<file path="src/rtl/fifo_wr_arbiter_if.sv">
// Producer/FIFO-side signal bundle for fifo_wr_arbiter.
// The slave modport is the arbiter's view. The master modport is the view of
// the environment that drives producers and the FIFO full flag.
interface fifo_wr_arbiter_if #(
    parameter int NUM_REQ    = 4,
    parameter int DATA_WIDTH = 8
);
    localparam int OWNER_W = (NUM_REQ > 1) ? $clog2(NUM_REQ) : 1;

    logic [NUM_REQ-1:0]            req;
    logic [NUM_REQ-1:0]            lock;
    logic [NUM_REQ*DATA_WIDTH-1:0] req_data;
    logic [NUM_REQ-1:0]            gnt;
    logic                          fifo_full;
    logic                          fifo_wr_en;
    logic [DATA_WIDTH-1:0]         fifo_wdata;
    logic [OWNER_W-1:0]            owner;

    modport slave (
        input  req,
        input  lock,
        input  req_data,
        input  fifo_full,
        output gnt,
        output fifo_wr_en,
        output fifo_wdata,
        output owner
    );

    modport master (
        output req,
        output lock,
        output req_data,
        output fifo_full,
        input  gnt,
        input  fifo_wr_en,
        input  fifo_wdata,
        input  owner
    );
endinterface

</file>
<file path="src/rtl/fifo_wr_arbiter.sv">
// Round-robin write arbiter that shares one FIFO write port among NUM_REQ
// producers. A one-entry output register drives the FIFO and holds the word
// while the FIFO is full. An optional lock keeps ownership for up to MAX_BURST
// consecutive beats.
module fifo_wr_arbiter #(
    parameter int NUM_REQ    = 4,
    parameter int DATA_WIDTH = 8,
    parameter int MAX_BURST  = 4
) (
    input  logic             clk,
    input  logic             reset,
    fifo_wr_arbiter_if.slave bus
);
    localparam int OWNER_W = (NUM_REQ > 1) ? $clog2(NUM_REQ) : 1;

    typedef enum logic {
        ARB,
        LOCKED
    } state_t;

    state_t                  state_q, state_d;
    logic [3:0]              burst_cnt_q, burst_cnt_d;
    logic                    out_valid_q, out_valid_d;
    logic [DATA_WIDTH-1:0]   out_data_q, out_data_d;
    logic [OWNER_W-1:0]      owner_q, owner_d;

    logic                    in_reset;
    logic                    can_accept;
    logic                    lock_hit;
    logic                    arb_found;
    logic [OWNER_W-1:0]      arb_idx;
    logic [OWNER_W-1:0]      cand_idx;
    int unsigned             search_pos;
    logic                    grant;
    logic [OWNER_W-1:0]      win_idx;
    logic [NUM_REQ-1:0]      gnt_raw;

    // Grants are combinational, so they are gated by the reset level itself.
    assign in_reset = ~reset;

    // Round-robin search starting one past the last owner, wrapping around.
    always_comb begin
        arb_found  = 1'b0;
        arb_idx    = '0;
        cand_idx   = '0;
        search_pos = 0;
        for (int unsigned off = 1; off <= NUM_REQ; off++) begin
            search_pos = (32'(owner_q) + off) % NUM_REQ;
            cand_idx   = OWNER_W'(search_pos);
            if (!arb_found && bus.req[cand_idx]) begin
                arb_found = 1'b1;
                arb_idx   = cand_idx;
            end
        end
    end

    // Winner selection, burst tracking and next output-register contents.
    always_comb begin
        state_d     = state_q;
        burst_cnt_d = burst_cnt_q;
        out_valid_d = out_valid_q;
        out_data_d  = out_data_q;
        owner_d     = owner_q;
        gnt_raw     = '0;
        grant       = 1'b0;
        win_idx     = '0;

        can_accept = ~out_valid_q | ~bus.fifo_full;
        lock_hit   = (state_q == LOCKED) && bus.req[owner_q];

        if (can_accept) begin
            if (lock_hit) begin
                grant       = 1'b1;
                win_idx     = owner_q;
                burst_cnt_d = burst_cnt_q + 4'd1;
                if ((burst_cnt_d == 4'(MAX_BURST)) || !bus.lock[owner_q]) begin
                    state_d = ARB;
                end
            end else if (arb_found) begin
                // Also reached from LOCKED when the owner stopped requesting:
                // the fallback winner is handled exactly like an ARB grant.
                grant   = 1'b1;
                win_idx = arb_idx;
                if (bus.lock[arb_idx] && (MAX_BURST > 1)) begin
                    state_d     = LOCKED;
                    burst_cnt_d = 4'd1;
                end else begin
                    state_d     = ARB;
                    burst_cnt_d = '0;
                end
            end else begin
                state_d     = ARB;
                burst_cnt_d = '0;
            end

            // Held word (if any) retires now; register refills only on a grant.
            out_valid_d = grant;
            if (grant) begin
                out_data_d       = bus.req_data[win_idx*DATA_WIDTH +: DATA_WIDTH];
                owner_d          = win_idx;
                gnt_raw[win_idx] = 1'b1;
            end
        end
    end

    // State, burst counter, owner and output register.
    always_ff @(posedge clk or negedge reset) begin
        if (!reset) begin
            state_q     <= ARB;
            burst_cnt_q <= '0;
            out_valid_q <= 1'b0;
            out_data_q  <= '0;
            owner_q     <= OWNER_W'(NUM_REQ - 1);
        end else begin
            state_q     <= state_d;
            burst_cnt_q <= burst_cnt_d;
            out_valid_q <= out_valid_d;
            out_data_q  <= out_data_d;
            owner_q     <= owner_d;
        end
    end

    assign bus.gnt        = in_reset ? '0 : gnt_raw;
    assign bus.fifo_wr_en = out_valid_q;
    assign bus.fifo_wdata = out_data_q;
    assign bus.owner      = owner_q;
endmodule

</file>
<file path="src/flat_wrapper.sv">
// flat-port wrapper written by rule: the top's interface ports become plain ports
module fifo_wr_arbiter_flat 
#(
    parameter int NUM_REQ    = 4,
    parameter int DATA_WIDTH = 8,
    parameter int MAX_BURST  = 4
)
  (clk, reset, bus_req, bus_lock, bus_req_data, bus_fifo_full, bus_gnt, bus_fifo_wr_en, bus_fifo_wdata, bus_owner);
  fifo_wr_arbiter_if #(.NUM_REQ(NUM_REQ), .DATA_WIDTH(DATA_WIDTH)) bus_i ();
  input  logic clk;
  input  logic reset;
  input wire logic [$bits(bus_i.req)-1:0] bus_req;
  input wire logic [$bits(bus_i.lock)-1:0] bus_lock;
  input wire logic [$bits(bus_i.req_data)-1:0] bus_req_data;
  input wire logic [$bits(bus_i.fifo_full)-1:0] bus_fifo_full;
  output wire logic [$bits(bus_i.gnt)-1:0] bus_gnt;
  output wire logic [$bits(bus_i.fifo_wr_en)-1:0] bus_fifo_wr_en;
  output wire logic [$bits(bus_i.fifo_wdata)-1:0] bus_fifo_wdata;
  output wire logic [$bits(bus_i.owner)-1:0] bus_owner;
  assign bus_i.req = bus_req;
  assign bus_i.lock = bus_lock;
  assign bus_i.req_data = bus_req_data;
  assign bus_i.fifo_full = bus_fifo_full;
  assign bus_gnt = bus_i.gnt;
  assign bus_fifo_wr_en = bus_i.fifo_wr_en;
  assign bus_fifo_wdata = bus_i.fifo_wdata;
  assign bus_owner = bus_i.owner;
  fifo_wr_arbiter #(.NUM_REQ(NUM_REQ), .DATA_WIDTH(DATA_WIDTH), .MAX_BURST(MAX_BURST)) u_core (.clk(clk), .reset(reset), .bus(bus_i));
endmodule
</file>
<file path="config.mk">
export PLATFORM = sky130hd
export DESIGN_NAME = fifo_wr_arbiter_flat
export DESIGN_NICKNAME = d
export VERILOG_FILES = /design/src/rtl/fifo_wr_arbiter_if.sv /design/src/rtl/fifo_wr_arbiter.sv /design/src/flat_wrapper.sv
export SDC_FILE = /design/constraint.sdc
export NUM_CORES = 1
export LEC_CHECK = 0
export ABC_AREA = 1
export BUFFER_PORTS_ARGS = -buffer_cell sky130_fd_sc_hd__buf_4
export CAP_MARGIN = 20
export CORE_MARGIN = 2
export CORE_UTILIZATION = 49
export CTS_CLUSTER_DIAMETER = 60
export DETAILED_ROUTE_END_ITERATION = 16
export PLACE_DENSITY = 0.8
export REMOVE_ABC_BUFFERS = 1
export SYNTH_ARGS = -nofsm -noshare
export SYNTH_HDL_FRONTEND = slang
export SYNTH_SLANG_ARGS = --single-unit
export TNS_END_PERCENT = 30
</file>
<file path="constraint.sdc">
create_clock -name clk -period 2.5 [get_ports clk]
set_input_delay 0.125 -clock clk [delete_from_list [all_inputs] [get_ports clk]]
set_output_delay 0.125 -clock clk [all_outputs]
set_load 0.02 [all_outputs]
</file>
==> results_dict.tcl <==
set metrics [dict create \
    path_clk_slew_ns 0.10 \
    tritoncts "yes" \
    p_per_area_mw_per_mm2 1690 \
    reg2reg_setup_slack_ns 0.28 \
    io_pins 58 \
    grt_antenna_before_repair 0 \
    cts.path.max_buffers 2 \
    yosysUniqueCellTypes 30 \
    synthTopCellsByCount "94 x nand2_1, 45 x inv_1, 44 x nand3_1, 14 x dfrtp_1, 10 x nand2_2" \
    drc 0 \
    hold_viol_final 0 \
    die_w_um 59.6 \
    rsz0062_at_grt "yes" \
    wl_met3_um 156 \
    place.detailed.hpwl_um 2920 \
    syn_area_per_cell_sq_um 6.02 \
    maxSlewViolCount 0 \
    fp.dieH_um 59.6 \
    synthFlopType "dfrtp_1" \
    slowest_delay_ns 0.65 \
    critPathLaunchType "flip-flop" \
    finalCritPeriodShare_pct 96.8 \
    async_reset_ff_share_pct 100 \
    wl_met2_um 2000 \
    die-area_sq_mm 0.00356 \
    vias 1712 \
    htreeDepth 1 \
    hold_path.class "in -> reg" \
    netlist_top_cells_area "nand2_1 23%, dfrtp_1 23%, nand3_1 15%, inv_1 11%, nand2_2 4.1%" \
    worst_clock_skew_ns 0.00533 \
    port_buffers 57 \
    fin_area_sq_mm 0.00216 \
    cp_max_fo 8 \
    highest_layer "met4" \
    synth_top_area_share_pct 23.3 \
    final_nets 368 \
    crit_type "reg -> out" \
    path_cells "buf_4 -> nand2_2 -> nand2_2 -> nand2_1 -> nand2_2 -> inv_1 -> nand3_1 -> nand3_2 -> nand2_4 -> buf_6 -> nand2_2 -> nor2_1 -> buf_4" \
    worstSkewPairLatency_ns 0.30 \
    area_delta_synth_final_pct 42.4 \
    cap_violations 0 \
    coreArea_sq_mm 0.00300 \
    crit_buf_inv 4 \
    grt_util_all_layers_pct 21.9 \
    drive_gt1_share_pct 33.2 \
    cts_made_buffers 3 \
    critical_path.endpoint_type "output pin" \
    synth_most_common_cell "nand2_1" \
    fin_hold_ws_ns 0.204 \
    place_congestion 0.866 \
    critPathRequiredTime_ns 2.38 \
    vias_per_cell 4.82 \
    endpoint "bus_gnt[0]" \
    grt_max_degree 21 \
    syn_area_sq_mm 0.00152 \
    worst_pin_slew_ns 0.456 \
    crit_start "u_core.bus.owner[1]" \
    crit_path_top_delay_cell "dfstp_2" \
    grt_overflow 0 \
    r2r-start "u_core.bus.owner[1]" \
    first_global_vias 1413 \
    drtAntennaViolNets 0 \
    worst_path_most_repeated_cell "nand2_2" \
    yosysTopAreaCell "nand2_1" \
    cp_data_arrival_time_ns 2.30 \
    ys_warn_count 0 \
    min-delay-start "bus_req_data[20]" \
    drt_iter0_drc 73 \
    ff2ff_path_depth 15 \
    grt_pass1_wl_um 5980 \
    p_leak_nw 1.29 \
    ir_drop_uv 792 \
    synth-seq-area-share_pct 26.6 \
    cts_sinks 16 \
    detailed_place.area_sq_mm 0.00197 \
    outcome "completed" \
    setup_viol 0 \
    cp.depth 13 \
    wl_per_cell_um 11.4 \
    max_freq_ghz 0.413 \
    synth_seq_cells 16 \
    post-route-util_pct 71.9 \
    totalWireLength_um 4050 \
    initial_core_util_pct 50.5 \
    wl_met1_um 1870 \
    rows 20 \
    diodes 0 \
    power_w 0.00364 \
    finalCriticalPeriod_ns 2.42 \
    layout_setup_ws_ns 0.0797 \
    root_buffer "clkbuf_4" \
    drt_first_pass_iters 4 \
    pre_cts_ws_ns 0.207 \
    synth_edf_count 0 \
    critical_path.top_delay_family "simple AND/OR/NAND/NOR gates" \
    syn-instance-count 252 \
    max_slew_margin_pct 69.2 \
    r2r_end "u_core.bus.fifo_wdata[7]" \
]
==> tightest hold or removal path: cells and delay by family <==
kind,cells,cell delay [ns]
buffers and inverters,2,0.10
and+or+nand+nor,5,0.24
==> stage by stage <==
step	setup TNS [ns]	cells
6_report	0	355
5_1_grt	-0.213	355
4_1_cts	0	346
3_5_place_dp	0	341
3_3_place_gp	0	341
2_1_floorplan	0	245
==> where the power goes <==
part	internal [W]	leakage [nW]	total [W]	switching (W)
combinational	0.00116	1.08	0.00295	0.00179
clock	0.0000888	0.0210	0.000176	0.0000876
sequential	0.000406	0.194	0.000521	0.000115
total	0.00166	1.29	0.00364	0.00199
==> layer usage <==
layer	up-vias	GRT usage, %
met5	-	0
met4	0	5.71
met3	4	1.75
met2	49	38.8
met1	741	28.6
li1	918	-
==> final cells by class <==
class / instances / area [sq um]
clock buffer: 4 / 36.3
sequential: 16 / 403
timing repair buffer: 72 / 547
tap: 33 / 41.3
inverter: 48 / 193
fill: 269 / 843
multi-input combinational: 182 / 940
==> how the worst min path moves through the flow <==
stage	slack, ns	cells past startpoint	endpoint
after floorplan	-0.17	0	u_core.burst_cnt_q[0]
after global placement	-0.003	1	u_core.burst_cnt_q[1]
after detailed placement	-0.003	1	u_core.burst_cnt_q[1]
after CTS	0.18	3	u_core.bus.fifo_wr_en
after global routing	0.24	2	u_core.burst_cnt_q[3]
final	0.20	7	u_core.bus.fifo_wdata[4]
==> logic make-up after synthesis <==
family                     count (synthesis)  share of synthesized area, %
adders and majority gates                  2                          1.65
xor gates and xnor gates                   2                          1.16
DFF                                       16                          26.6
AOI/OAI and AO/OA                         11                          4.37
buffers and inverters                     55                          16.3
and+or+nand+nor                          166                          50.0
==> placed cells by master, fill, tap and decap left out, types with 4 or more instances in the layout <==
cell type  Yosys  final
nand2_1       94     88
inv_1         45     45
nand2_2       10     13
dfrtp_1       14     14
nand3_1       44     42
nand2_4        1      4
buf_4          1     70
nor2_1         9      7
o21ai_0        5      5
==> state kept, by name, summed over array words and instances (netlist names) <==
| name | count |
|---|---|
| u_core.bus.fifo_wdata | 8 |
| u_core.bus.owner | 2 |
| u_core.state_q | 1 |
| u_core.bus.fifo_wr_en | 1 |
| u_core.burst_cnt_q | 4 |
==> what timing repair did <==
action | CTS | global route
setup endpoints to repair | 3 | 4
gates resized for setup | 2 | 19
gates cloned | 0 | 1
hold endpoints to repair | 16 | 0
setup buffers | 0 | 8
pin swaps | 0 | 5
hold buffers | 1 | 0
Note: power is estimated with default switching activity, not from simulation.
